==> src/rtl/ex_mem_stage.sv <==
// EX/MEM pipeline register with valid/ready handshake, branch resolution,
// one-cycle PC redirect and a squash window for wrong-path EX results.
`ifndef SIZE
`define SIZE 64
`endif

module ex_mem_stage #(
  parameter int SIZE       = `SIZE,
  parameter int SQUASH_CNT = 2
) (
  input  logic            clk,
  input  logic            rst_n,

  input  logic            exValid,
  output logic            exReady,
  input  logic [SIZE-1:0] aluOut,
  input  logic [SIZE-1:0] storeData,
  input  logic [4:0]      destReg,
  input  logic            memRead,
  input  logic            memWrite,
  input  logic            regWrite,
  input  logic            isB,
  input  logic            isCbz,
  input  logic            isCbnz,
  input  logic            zeroIn,
  input  logic [SIZE-1:0] branchTarget,
  input  logic            flushIn,

  output logic            memValid,
  input  logic            memReady,
  output logic [SIZE-1:0] memAluOut,
  output logic [SIZE-1:0] memStoreData,
  output logic [4:0]      memDestReg,
  output logic            memRd,
  output logic            memWr,
  output logic            memRegWr,

  output logic            pcRedirect,
  output logic [SIZE-1:0] pcTarget
);

  typedef enum logic [1:0] {
    IDLE   = 2'd0,
    SQUASH = 2'd1
  } stateT;

  stateT      state_r;
  logic [2:0] squashCount_r;

  logic transfer_s;
  logic isBranch_s;
  logic taken_s;
  logic lastSquash_s;

  // The slot frees up when empty or when MEM drains it this cycle.
  assign exReady = !memValid | memReady;

  // Handshake and branch-resolution decode.
  always_comb begin
    transfer_s   = exValid & exReady;
    isBranch_s   = isB | isCbz | isCbnz;
    taken_s      = isB | (isCbz & zeroIn) | (isCbnz & !zeroIn);
    lastSquash_s = (squashCount_r <= 3'd1);
  end

  // Pipeline register, redirect pulse and squash FSM.
  always_ff @(posedge clk or negedge rst_n) begin
    if (!rst_n) begin
      state_r       <= IDLE;
      squashCount_r <= 3'd0;
      memValid      <= 1'b0;
      memAluOut     <= {SIZE{1'b0}};
      memStoreData  <= {SIZE{1'b0}};
      memDestReg    <= 5'd0;
      memRd         <= 1'b0;
      memWr         <= 1'b0;
      memRegWr      <= 1'b0;
      pcRedirect    <= 1'b0;
      pcTarget      <= {SIZE{1'b0}};
    end else if (flushIn) begin
      // Flush wins over everything, including a same-cycle EX transfer.
      state_r       <= IDLE;
      squashCount_r <= 3'd0;
      memValid      <= 1'b0;
      pcRedirect    <= 1'b0;
    end else begin
      pcRedirect <= 1'b0;
      case (state_r)
        IDLE: begin
          if (transfer_s && !isBranch_s) begin
            memValid     <= 1'b1;
            memAluOut    <= aluOut;
            memStoreData <= storeData;
            memDestReg   <= destReg;
            memRd        <= memRead;
            memWr        <= memWrite;
            memRegWr     <= regWrite;
          end else if (memReady) begin
            memValid <= 1'b0;
          end
          if (transfer_s && isBranch_s && taken_s) begin
            pcRedirect    <= 1'b1;
            pcTarget      <= branchTarget;
            state_r       <= SQUASH;
            squashCount_r <= 3'(SQUASH_CNT);
          end
        end
        SQUASH: begin
          // Wrong-path results are swallowed; only real transfers count down.
          if (memReady) begin
            memValid <= 1'b0;
          end
          if (transfer_s) begin
            squashCount_r <= squashCount_r - 3'd1;
            if (lastSquash_s) begin
              state_r <= IDLE;
            end
          end
        end
        default: begin
          state_r       <= IDLE;
          squashCount_r <= 3'd0;
          memValid      <= 1'b0;
        end
      endcase
    end
  end

endmodule

==> config.mk <==
export PLATFORM = sky130hd
export DESIGN_NAME = ex_mem_stage
export DESIGN_NICKNAME = d
export VERILOG_FILES = /design/src/rtl/ex_mem_stage.sv
export SDC_FILE = /design/constraint.sdc
export NUM_CORES = 1
export LEC_CHECK = 0
export BUFFER_PORTS_ARGS = -buffer_cell sky130_fd_sc_hd__buf_2
export CAP_MARGIN = 20
export CORE_AREA = 2 2 159 161
export CTS_CLUSTER_DIAMETER = 120
export DETAILED_ROUTE_END_ITERATION = 8
export DIE_AREA = 0 0 161 163
export HOLD_SLACK_MARGIN = 0.12
export MAX_ROUTING_LAYER = met4
export PLACE_DENSITY_LB_ADDON = 0.25
export SETUP_SLACK_MARGIN = 0.15
export SKIP_CTS_REPAIR_TIMING = 1
export SYNTH_ARGS = -nofsm -noshare
export SYNTH_HDL_FRONTEND = slang
export SYNTH_SLANG_ARGS = --single-unit
==> constraint.sdc <==
create_clock -name clk -period 2.1 [get_ports clk]
set_clock_uncertainty 0.2 [all_clocks]
set_input_delay 0.42 -clock clk [delete_from_list [all_inputs] [get_ports clk]]
set_output_delay 0.42 -clock clk [all_outputs]
set_load 0.005 [all_outputs]
==> results.cfg, run 1 <==
[outcome]
status = complete, no violations

[worst_setup_path]
cp-start-kind = input port
crit_family = buffers and inverters
critPathArrivalTime_ns = 2.12
end_kind = flip-flop
cp_cell_sequence = dlygate4sd3_1 -> buf_2 -> nand4_1 -> buf_4 -> buf_12 -> mux2_4
rr_worst_depth = 5
cp_max_fo = 20
r2r_end = memAluOut[56]$_DFFE_PN0P_
slowest_stage = dlygate4sd3_1
rrSetupSlack_ns = 0.23
r2r_start = state_r[0]$_DFFE_PN0P_
max_stage_delay_ns = 0.53
critPathBufInv = 4
criticalPathCategory = in -> reg
required_ns = 2.31

[floorplanning]
io_pins = 412
core-area_um2 = 24700
fp-row-count = 58
die_area_um2 = 26200
die_w_um = 161
die_h_um = 163
start_util = 0.347

[sta]
hold_viol = 0
rsz0062_at_grt = false
min_period_ns = 1.91
maxSlewViolCount = 0
setup_violations = 0
tightest_slew_ns = 0.428
max-slew-margin-rel = 0.714
fmax_ghz = 0.523
fin_crit_sh = 0.911

[route]
firstDrtPassIters = 4
vias = 6319
drtIter0Drc = 313
wl_um = 24000
drc = 0
wl_per_cell_um = 16.5
drtAntennaViolNets = 0
vias_per_cell = 4.34

[power]
swShare = 0.258
comb_power_share = 0.262
max-vdd-ir-drop_mv = 0.841
p_leak_uw = 0.00755
powerDensity_nw_per_um2 = 934
p_switching_uw = 3390
p_clk_frac = 0.318
internal_power_uw = 9720
p_total_uw = 13100
pwr-share-seq = 0.420

[hold_path]
min-delay-start = isB
min_path_type = in -> reg
worstHoldEndpoint = state_r[0]$_DFFE_PN0P_
hold_depth = 3

[global_route]
met3_usage = 0.0306
grt_first_pass_wirelength_um = 32300
grt_start_max_net_pins = 47
grt_use_met1 = 0.199
grt_pass1_vias = 5692
grt-ovfl-total = 0
track_usage = 0.161
grt_busiest_layer = met2
antenna_found_initial = 0
use_met2 = 0.268

[synth]
synth_nets = 669
synth_top_area_frac = 0.602
synth_top_area_cell = dfrtp_1
syn-cell-area_um2 = 8570
postSynthAreaPerCell_um2 = 18.7
seq_area_frac_synth = 0.602
ys_ff_latch = 206
yosysWarnings = 0
synth.area.top_cells = dfrtp_1 (60%), mux2_4 (31%), mux2_2 (2.9%), buf_6 (1.8%), buf_12 (1.2%)
yosysUniqueCellTypes = 27
syn_inst = 458

[clock_tree]
clock_latency_ns = 0.51
cts_max_path_buffers = 3
cts_root_buffer = clkbuf_16
htreeDepth = 1
cts.sinks = 206
clk_pin_slew_ns = 0.06
cts_buffers = 24
cts_tree = built

[cells_and_area]
finish.utilization = 0.569
layout-drive-gt1-share = 0.610
num-fill-cells = 1953
final_area_um2 = 14000
area_growth_syn_to_layout_pct = 63.9
nets = 1318

[run]
cap_violations = 0

[placed_design]
postPlaceCellArea_um2 = 11200
gp_congestion = 0.774
dp_hpwl_um = 15900
io_buffers = 411
## power groups by stage
stage	Combinational [uW]	Sequential (uW)	Clock, uW
3_3_place_gp	3090	5530	0
3_5_place_dp	3140	5530	0
6_report	3440	5510	4160
4_1_cts	3150	5490	4320
5_1_grt	3680	5640	4470
2_1_floorplan	1470	5600	0
## area by class of cell
class | instances | area [um^2] | share of cell area
Antenna cell | 1 | 2.50 | 0.000178
Clock buffer | 31 | 657 | 0.0468
Clock inverter | 13 | 145 | 0.0103
Inverter | 4 | 15.0 | 0.00107
Multi-Input combinational cell | 224 | 3120 | 0.222
Sequential cell | 206 | 5150 | 0.367
Tap cell | 330 | 413 | 0.0294
Timing Repair Buffer | 647 | 4530 | 0.322
## kinds of logic (layout without fill, tap and decap cells)
logic type,Yosys count,after routing,synth area share
flops,206,206,0.602
mux,201,201,0.343
buf+inv,28,695,0.0351
compound gates,12,12,0.0115
simple gates,9,9,0.00613
fa+ha+maj,2,2,0.00292
other cells,0,1,0
## sequential cells by signal, summed over array words and instances (netlist names)
register       cells
memAluOut         64
memDestReg         5
memRd              1
memRegWr           1
memStoreData      64
memValid           1
memWr              1
pcRedirect         1
pcTarget          64
squashCount_r      3
state_r            1
## synthesized netlist by cell type
| library cell | instances |
|---|---|
| mux2_4 | 179 |
| a21oi_1 | 1 |
| o21bai_1 | 1 |
| a31oi_1 | 1 |
| o2111ai_2 | 1 |
| a41oi_1 | 1 |
| o21a_1 | 1 |
| nor2_2 | 1 |
| nand2b_1 | 2 |
| a41o_1 | 1 |
| nor2_1 | 1 |
| inv_1 | 4 |
| o31ai_1 | 1 |
| buf_4 | 1 |
| ha_1 | 2 |
| o32ai_1 | 1 |
| o311a_1 | 1 |
| o211ai_1 | 1 |
| nand4_1 | 2 |
| nor3_1 | 1 |
| buf_6 | 14 |
| dfrtp_1 | 206 |
| nor2b_1 | 2 |
| buf_2 | 4 |
| mux2_2 | 22 |
| o21ai_0 | 1 |
| buf_12 | 5 |
## layout by cell type, fill, tap and decap left out, types with 3 or more instances in the layout
cell / count
buf_4: 17
clkbuf_8: 4
buf_12: 14
mux2_4: 179
inv_1: 4
clkinv_2: 4
dlygate4sd3_1: 204
dfrtp_1: 206
clkbuf_16: 24
clkbuf_1: 4
mux2_2: 22
clkinvlp_4: 3
buf_2: 410
## worst max-delay path by stage
stage / startpoint / cells past startpoint / slack, ns / to
6_report: exValid / 6 / 0.19 / memAluOut[56]$_DFFE_PN0P_
5_1_grt: memValid$_DFF_PN0_ / 3 / 0.15 / exReady
4_1_cts: memValid$_DFF_PN0_ / 3 / 0.15 / exReady
3_5_place_dp: zeroIn / 6 / -0.02 / pcTarget[4]$_DFFE_PN0P_
3_3_place_gp: zeroIn / 6 / 0.006 / pcTarget[12]$_DFFE_PN0P_
2_1_floorplan: zeroIn / 5 / 0.23 / pcTarget[14]$_DFFE_PN0P_
## metrics by stage
stage               instances  setup slack (ns)  TNS (ns)  hold WS (ns)
finish                   1456             0.186         0         0.133
global route             1455             0.150         0         0.165
CTS                      1249             0.153         0        -0.361
detailed placement       1205           -0.0182   -0.0825         0.202
global placement         1205           0.00601         0         0.203
floorplan                 458             0.230         0       -0.0756
## worst reg2reg max path, stage by stage, from the launching register on
cell     delay, ns
dfrtp_1       0.45
nor2_2        0.19
nand4_1       0.15
buf_4         0.25
buf_12        0.21
mux2_4        0.33
## metal layers
| layer | up-vias | wire [um] | part of all wire |
|---|---|---|---|
| met2 | 243 | 12500 | 0.52 |
| met4 | 0 | 705 | 0.029 |
| met3 | 47 | 1240 | 0.052 |
| met5 | - | 0 | 0 |
| met1 | 3111 | 9610 | 0.40 |
| li1 | 2918 | - | - |
Note: power is estimated with default switching activity, not from simulation.
==> run 2, diff against run 1 <==
--- a/config.mk
+++ b/config.mk
@@ -5,12 +5,13 @@
 export SDC_FILE = /design/constraint.sdc
 export NUM_CORES = 1
 export LEC_CHECK = 0
+export ABC_AREA = 1
 export BUFFER_PORTS_ARGS = -buffer_cell sky130_fd_sc_hd__buf_2
 export CAP_MARGIN = 20
-export CORE_AREA = 2 2 159 161
+export CORE_AREA = 2 2 158 160
 export CTS_CLUSTER_DIAMETER = 120
 export DETAILED_ROUTE_END_ITERATION = 8
-export DIE_AREA = 0 0 161 163
+export DIE_AREA = 0 0 160 162
 export HOLD_SLACK_MARGIN = 0.12
 export MAX_ROUTING_LAYER = met4
 export PLACE_DENSITY_LB_ADDON = 0.25
==> results.cfg, run 2 <==
[clock_tree]
clk_pin_slew_ns = 0.06
cts_buffers = 23
cts_max_path_buffers = 3
cts_root_buffer = clkbuf_16
clock_latency_ns = 0.50
htreeDepth = 1
cts_tree = built
cts.sinks = 206

[power]
swShare = 0.291
pwr-share-seq = 0.449
p_switching_uw = 3620
comb_power_share = 0.249
internal_power_uw = 8800
powerDensity_nw_per_um2 = 933
p_clk_frac = 0.302
p_leak_uw = 0.00765
max-vdd-ir-drop_mv = 0.567

[worst_setup_path]
rr_worst_depth = 6
end_kind = flip-flop
cp_max_fo = 52
critPathArrivalTime_ns = 2.02
cp-start-kind = flip-flop
criticalPathCategory = reg -> reg
rrSetupSlack_ns = 0.26
required_ns = 2.28
r2r_end = memAluOut[50]$_DFFE_PN0P_
r2r_start = memValid$_DFF_PN0_

[cells_and_area]
nets = 1726
layout-drive-gt1-share = 0.309
reg_top3 = memAluOut (64), memStoreData (64), pcTarget (64)
fin_cells = 1855
layout_common_cells = buf_2 (410), nand2_1 (342), dfrtp_1 (206), dlygate4sd3_1 (203), inv_1 (144)
final_common_cell = buf_2
area_growth_syn_to_layout_pct = 65.5
final_area_um2 = 13300

[synth]
yosysUniqueCellTypes = 17
ys_ff_latch = 206
synth_common_cells = nand2_1 (342), dfrtp_1 (206), inv_1 (144)
syn_inst = 894
postSynthAreaPerCell_um2 = 9.00
synth_edf_count = 0
synth_top_area_cell = dfrtp_1
synth_flop_cell = dfrtp_1
yosysMostFrequentCell = nand2_1
seq_area_frac_synth = 0.641
synth_nets = 1105
async_flop_share = 1.00
syn-cell-area_um2 = 8050
synth_top_area_frac = 0.641
yosysWarnings = 0
synth.area.top_cells = dfrtp_1 (64%), nand2_1 (16%), o21ai_1 (8.5%), inv_1 (6.7%), buf_2 (2.3%)

[placed_design]
io_buffers = 411
dp_hpwl_um = 17200
postPlaceCellArea_um2 = 10600
gp_congestion = 0.827
dp_slack_ns = 0.154
dp.cells = 1611

[floorplanning]
io_pins = 412
die_h_um = 162
start_util = 0.334
die_w_um = 160
fp-row-count = 57
die_area_um2 = 25900
core-area_um2 = 24100

[sta]
fin_crit_sh = 0.876
worst_slack_ns = 0.260
hold_viol = 0
fmax_ghz = 0.544
tightest_slew_ns = 0.501
maxSlewViolCount = 0
setup_violations = 0
finalSetupTns_ns = 0
min_period_ns = 1.84
max-slew-margin-rel = 0.666
rsz0062_at_grt = false

[global_route]
grt_first_pass_wirelength_um = 35900
grt-ovfl-total = 0
grt_start_max_net_pins = 101
antenna_found_initial = 1
track_usage = 0.177
grt_pass1_vias = 6581

[hold_path]
min_path_type = in -> reg
worstHoldEndpoint = squashCount_r[0]$_DFFE_PN0P_
min-delay-start = exValid
hold_depth = 5

[route]
firstDrtPassIters = 4
drtAntennaViolNets = 0
drtIter0Drc = 469
wl_um = 26300
vias_per_cell = 4.30
vias = 7972
wl_per_cell_um = 14.2
drc = 0

[run]
cap_violations = 0

[outcome]
status = complete, no violations
## run 2: cell count changes in the layout (fill, tap and decap cells not counted), moves of 3 or more
cell      delta
mux2_4     -179
nor2_1       +3
buf_12       -4
mux2_2      -22
clkbuf_1     +3
nand3_1      +7
inv_1      +140
nand2_1    +342
o21ai_1    +136
## run 2: metrics by stage
stage / util / total power, uW / hold WS (ns)
after floorplan: - / 6690 / -0.0756
after global placement: 0.439 / 8340 / 0.232
after detailed placement: 0.439 / 8410 / 0.237
after CTS: 0.468 / 12200 / -0.309
after global routing: 0.552 / 13200 / 0.121
final: 0.552 / 12400 / 0.108
## run 2: power by group through the flow
stage | clock (uW) | combinational [uW] | sequential (uW)
3_5_place_dp | 0 | 2800 | 5610
5_1_grt | 4030 | 3460 | 5710
3_3_place_gp | 0 | 2740 | 5600
2_1_floorplan | 0 | 991 | 5700
6_report | 3750 | 3090 | 5580
4_1_cts | 3870 | 2800 | 5560
## run 2: kinds of logic after synthesis
group | Yosys count | share of synthesized area
AOI/OAI and AO/OA | 141 | 0.0891
adders and majority gates | 2 | 0.00311
buffers and inverters | 189 | 0.0991
DFF | 206 | 0.641
and+or+nand+nor | 356 | 0.168
## run 2: layout make-up
| class | count | area, um^2 |
|---|---|---|
| clock inverter | 5 | 27.5 |
| antenna | 1 | 2.50 |
| sequential | 206 | 5150 |
| inverter | 145 | 544 |
| tap | 324 | 405 |
| clock buffer | 35 | 671 |
| fill | 2155 | 10800 |
| multi-input combinational | 499 | 2090 |
| timing repair buffer | 640 | 4420 |
## run 2: worst max-delay path, cell delays in order, from the launching register on
cell     delay, ns
dfrtp_1       0.43
a21oi_4       0.23
nand4_1       0.24
buf_12        0.25
buf_12        0.19
nand2_1       0.08
o21ai_1       0.07
## run 2: worst max-delay path by stage
stage                            start                         to  slack (ns)
detailed placement            memReady  memAluOut[23]$_DFFE_PN0P_        0.15
global route        memValid$_DFF_PN0_  memAluOut[23]$_DFFE_PN0P_        0.15
global placement              memReady  memAluOut[25]$_DFFE_PN0P_        0.19
CTS                 memValid$_DFF_PN0_  memAluOut[50]$_DFFE_PN0P_        0.24
floorplan                     memReady   pcTarget[14]$_DFFE_PN0P_        0.56
finish              memValid$_DFF_PN0_  memAluOut[50]$_DFFE_PN0P_        0.26
## run 2: per-layer routing
metal	up-vias	GRT usage	routed length, um
met5	-	-	0
met4	0	0.0536	757
met3	57	0.0332	1400
met2	285	0.287	13200
met1	3686	0.228	10900
li1	3944	-	-
==> run 3, diff against run 2 <==
--- a/config.mk
+++ b/config.mk
@@ -15,6 +15,8 @@
 export HOLD_SLACK_MARGIN = 0.12
 export MAX_ROUTING_LAYER = met4
 export PLACE_DENSITY_LB_ADDON = 0.25
+export RECOVER_POWER = 25
+export REMOVE_ABC_BUFFERS = 1
 export SETUP_SLACK_MARGIN = 0.15
 export SKIP_CTS_REPAIR_TIMING = 1
 export SYNTH_ARGS = -nofsm -noshare
==> results.cfg, run 3 (synthesis gave the netlist of run 2 again) <==
[outcome]
status = complete, no violations

[worst_setup_path]
rr_worst_depth = 6
r2r_start = memValid$_DFF_PN0_
max_stage_delay_ns = 0.43
slowest_stage = dfrtp_1
cp-start-kind = flip-flop
criticalPathCategory = reg -> reg
required_ns = 2.27
cp_max_fo = 31
end_kind = flip-flop
rrSetupSlack_ns = 0.29
cp_cell_sequence = a21oi_4 -> nand4_1 -> buf_4 -> buf_12 -> nand2_1 -> o21ai_1
r2r_end = memAluOut[13]$_DFFE_PN0P_
critPathArrivalTime_ns = 1.98

[cells_and_area]
n_antenna_cell = 0
layout_common_cells = buf_2 (410), nand2_1 (342), dfrtp_1 (206), dlygate4sd3_1 (203), inv_1 (144)
reg_top3 = memAluOut (64), memStoreData (64), pcTarget (64)
nets = 1726
num-fill-cells = 2099
layout-drive-gt1-share = 0.308
fin_cells = 1855
final_area_um2 = 13300
final_common_cell = buf_2
area_growth_syn_to_layout_pct = 65.7

[clock_tree]
cts_buffers = 23
clk_pin_slew_ns = 0.06
cts_tree = built
cts_root_buffer = clkbuf_16
clock_latency_ns = 0.49
cts.sinks = 206
htreeDepth = 1
cts_max_path_buffers = 3

[floorplanning]
fp-row-count = 57
core-area_um2 = 24100
die_area_um2 = 25900
io_pins = 412
start_util = 0.334
die_h_um = 162
die_w_um = 160

[route]
vias = 8005
drtIter0Drc = 535
wl_um = 26400
vias_per_cell = 4.32
drtAntennaViolNets = 0
wl_per_cell_um = 14.2
drc = 0
firstDrtPassIters = 6

[power]
p_total_uw = 12900
powerDensity_nw_per_um2 = 964
max-vdd-ir-drop_mv = 0.621
p_leak_uw = 0.00764

[sta]
min_period_ns = 1.81
rsz0062_at_grt = false
hold_viol = 0
fmax_ghz = 0.552
finalSetupTns_ns = 0
whs_ns = 0.128
fin_crit_sh = 0.862
setup_violations = 0
maxSlewViolCount = 0
tightest_slew_ns = 0.674
max-slew-margin-rel = 0.551

[hold_path]
hold_depth = 5
worstHoldEndpoint = squashCount_r[0]$_DFFE_PN0P_
min-delay-start = exValid
min_path_type = in -> reg

[global_route]
antenna_found_initial = 0
grt_pass1_vias = 6641
track_usage = 0.174
grt_start_max_net_pins = 101
grt_first_pass_wirelength_um = 35200
grt-ovfl-total = 0

[placed_design]
io_buffers = 411
dp.cells = 1611
gp_congestion = 0.804
dp_hpwl_um = 17100
postPlaceCellArea_um2 = 10600

[run]
cap_violations = 0
==> run 3: layout make-up <==
type | instances | area, um^2 | share of cell area
clock buffers | 31 | 656 | 0.0492
clock inverters | 10 | 134 | 0.0100
inverters | 145 | 544 | 0.0408
multi-input cells | 499 | 2090 | 0.157
flip-flops and latches | 206 | 5150 | 0.387
well taps | 324 | 405 | 0.0304
repair buffers | 640 | 4350 | 0.326
==> run 3: how the worst max path moves through the flow <==
stage | startpoint | endpoint | slack [ns] | depth (start not counted)
2_1_floorplan | flushIn | memAluOut[0]$_DFFE_PN0P_ | -5.82 | 3
4_1_cts | memValid$_DFF_PN0_ | memAluOut[5]$_DFFE_PN0P_ | 0.30 | 6
3_5_place_dp | memReady | memAluOut[5]$_DFFE_PN0P_ | 0.20 | 8
5_1_grt | memValid$_DFF_PN0_ | memAluOut[13]$_DFFE_PN0P_ | 0.18 | 6
3_3_place_gp | memReady | memStoreData[23]$_DFFE_PN0P_ | 0.23 | 8
6_report | memValid$_DFF_PN0_ | memAluOut[13]$_DFFE_PN0P_ | 0.29 | 6
==> run 3: metal layers <==
layer  up-vias  track usage  routed length (um)
met1      3663        0.218               10700
li1       3936            -                   -
met5         -            -                   0
met3        47       0.0483                2170
met2       359        0.280               13100
met4         0       0.0434                 508
==> run 3: critical path, delay by kind of cell (launching register included) <==
family | cells | cell delay [ns]
flops | 1 | 0.43
compound gates | 2 | 0.30
buf+inv | 2 | 0.45
simple gates | 2 | 0.28
==> run 3: power by group <==
part / switching [uW] / internal, uW / leakage, uW
Combinational: 1490 / 1590 / 0.00464
Sequential: 579 / 5010 / 0.00261
Clock: 1620 / 2560 / 0.000386
==> run 3: stage by stage <==
| step | util | worst slack (ns) |
|---|---|---|
| final | 0.553 | 0.290 |
| after global routing | 0.553 | 0.177 |
| after CTS | 0.471 | 0.302 |
| after detailed placement | 0.438 | 0.204 |
| after global placement | 0.438 | 0.227 |
| after floorplan | - | -5.82 |
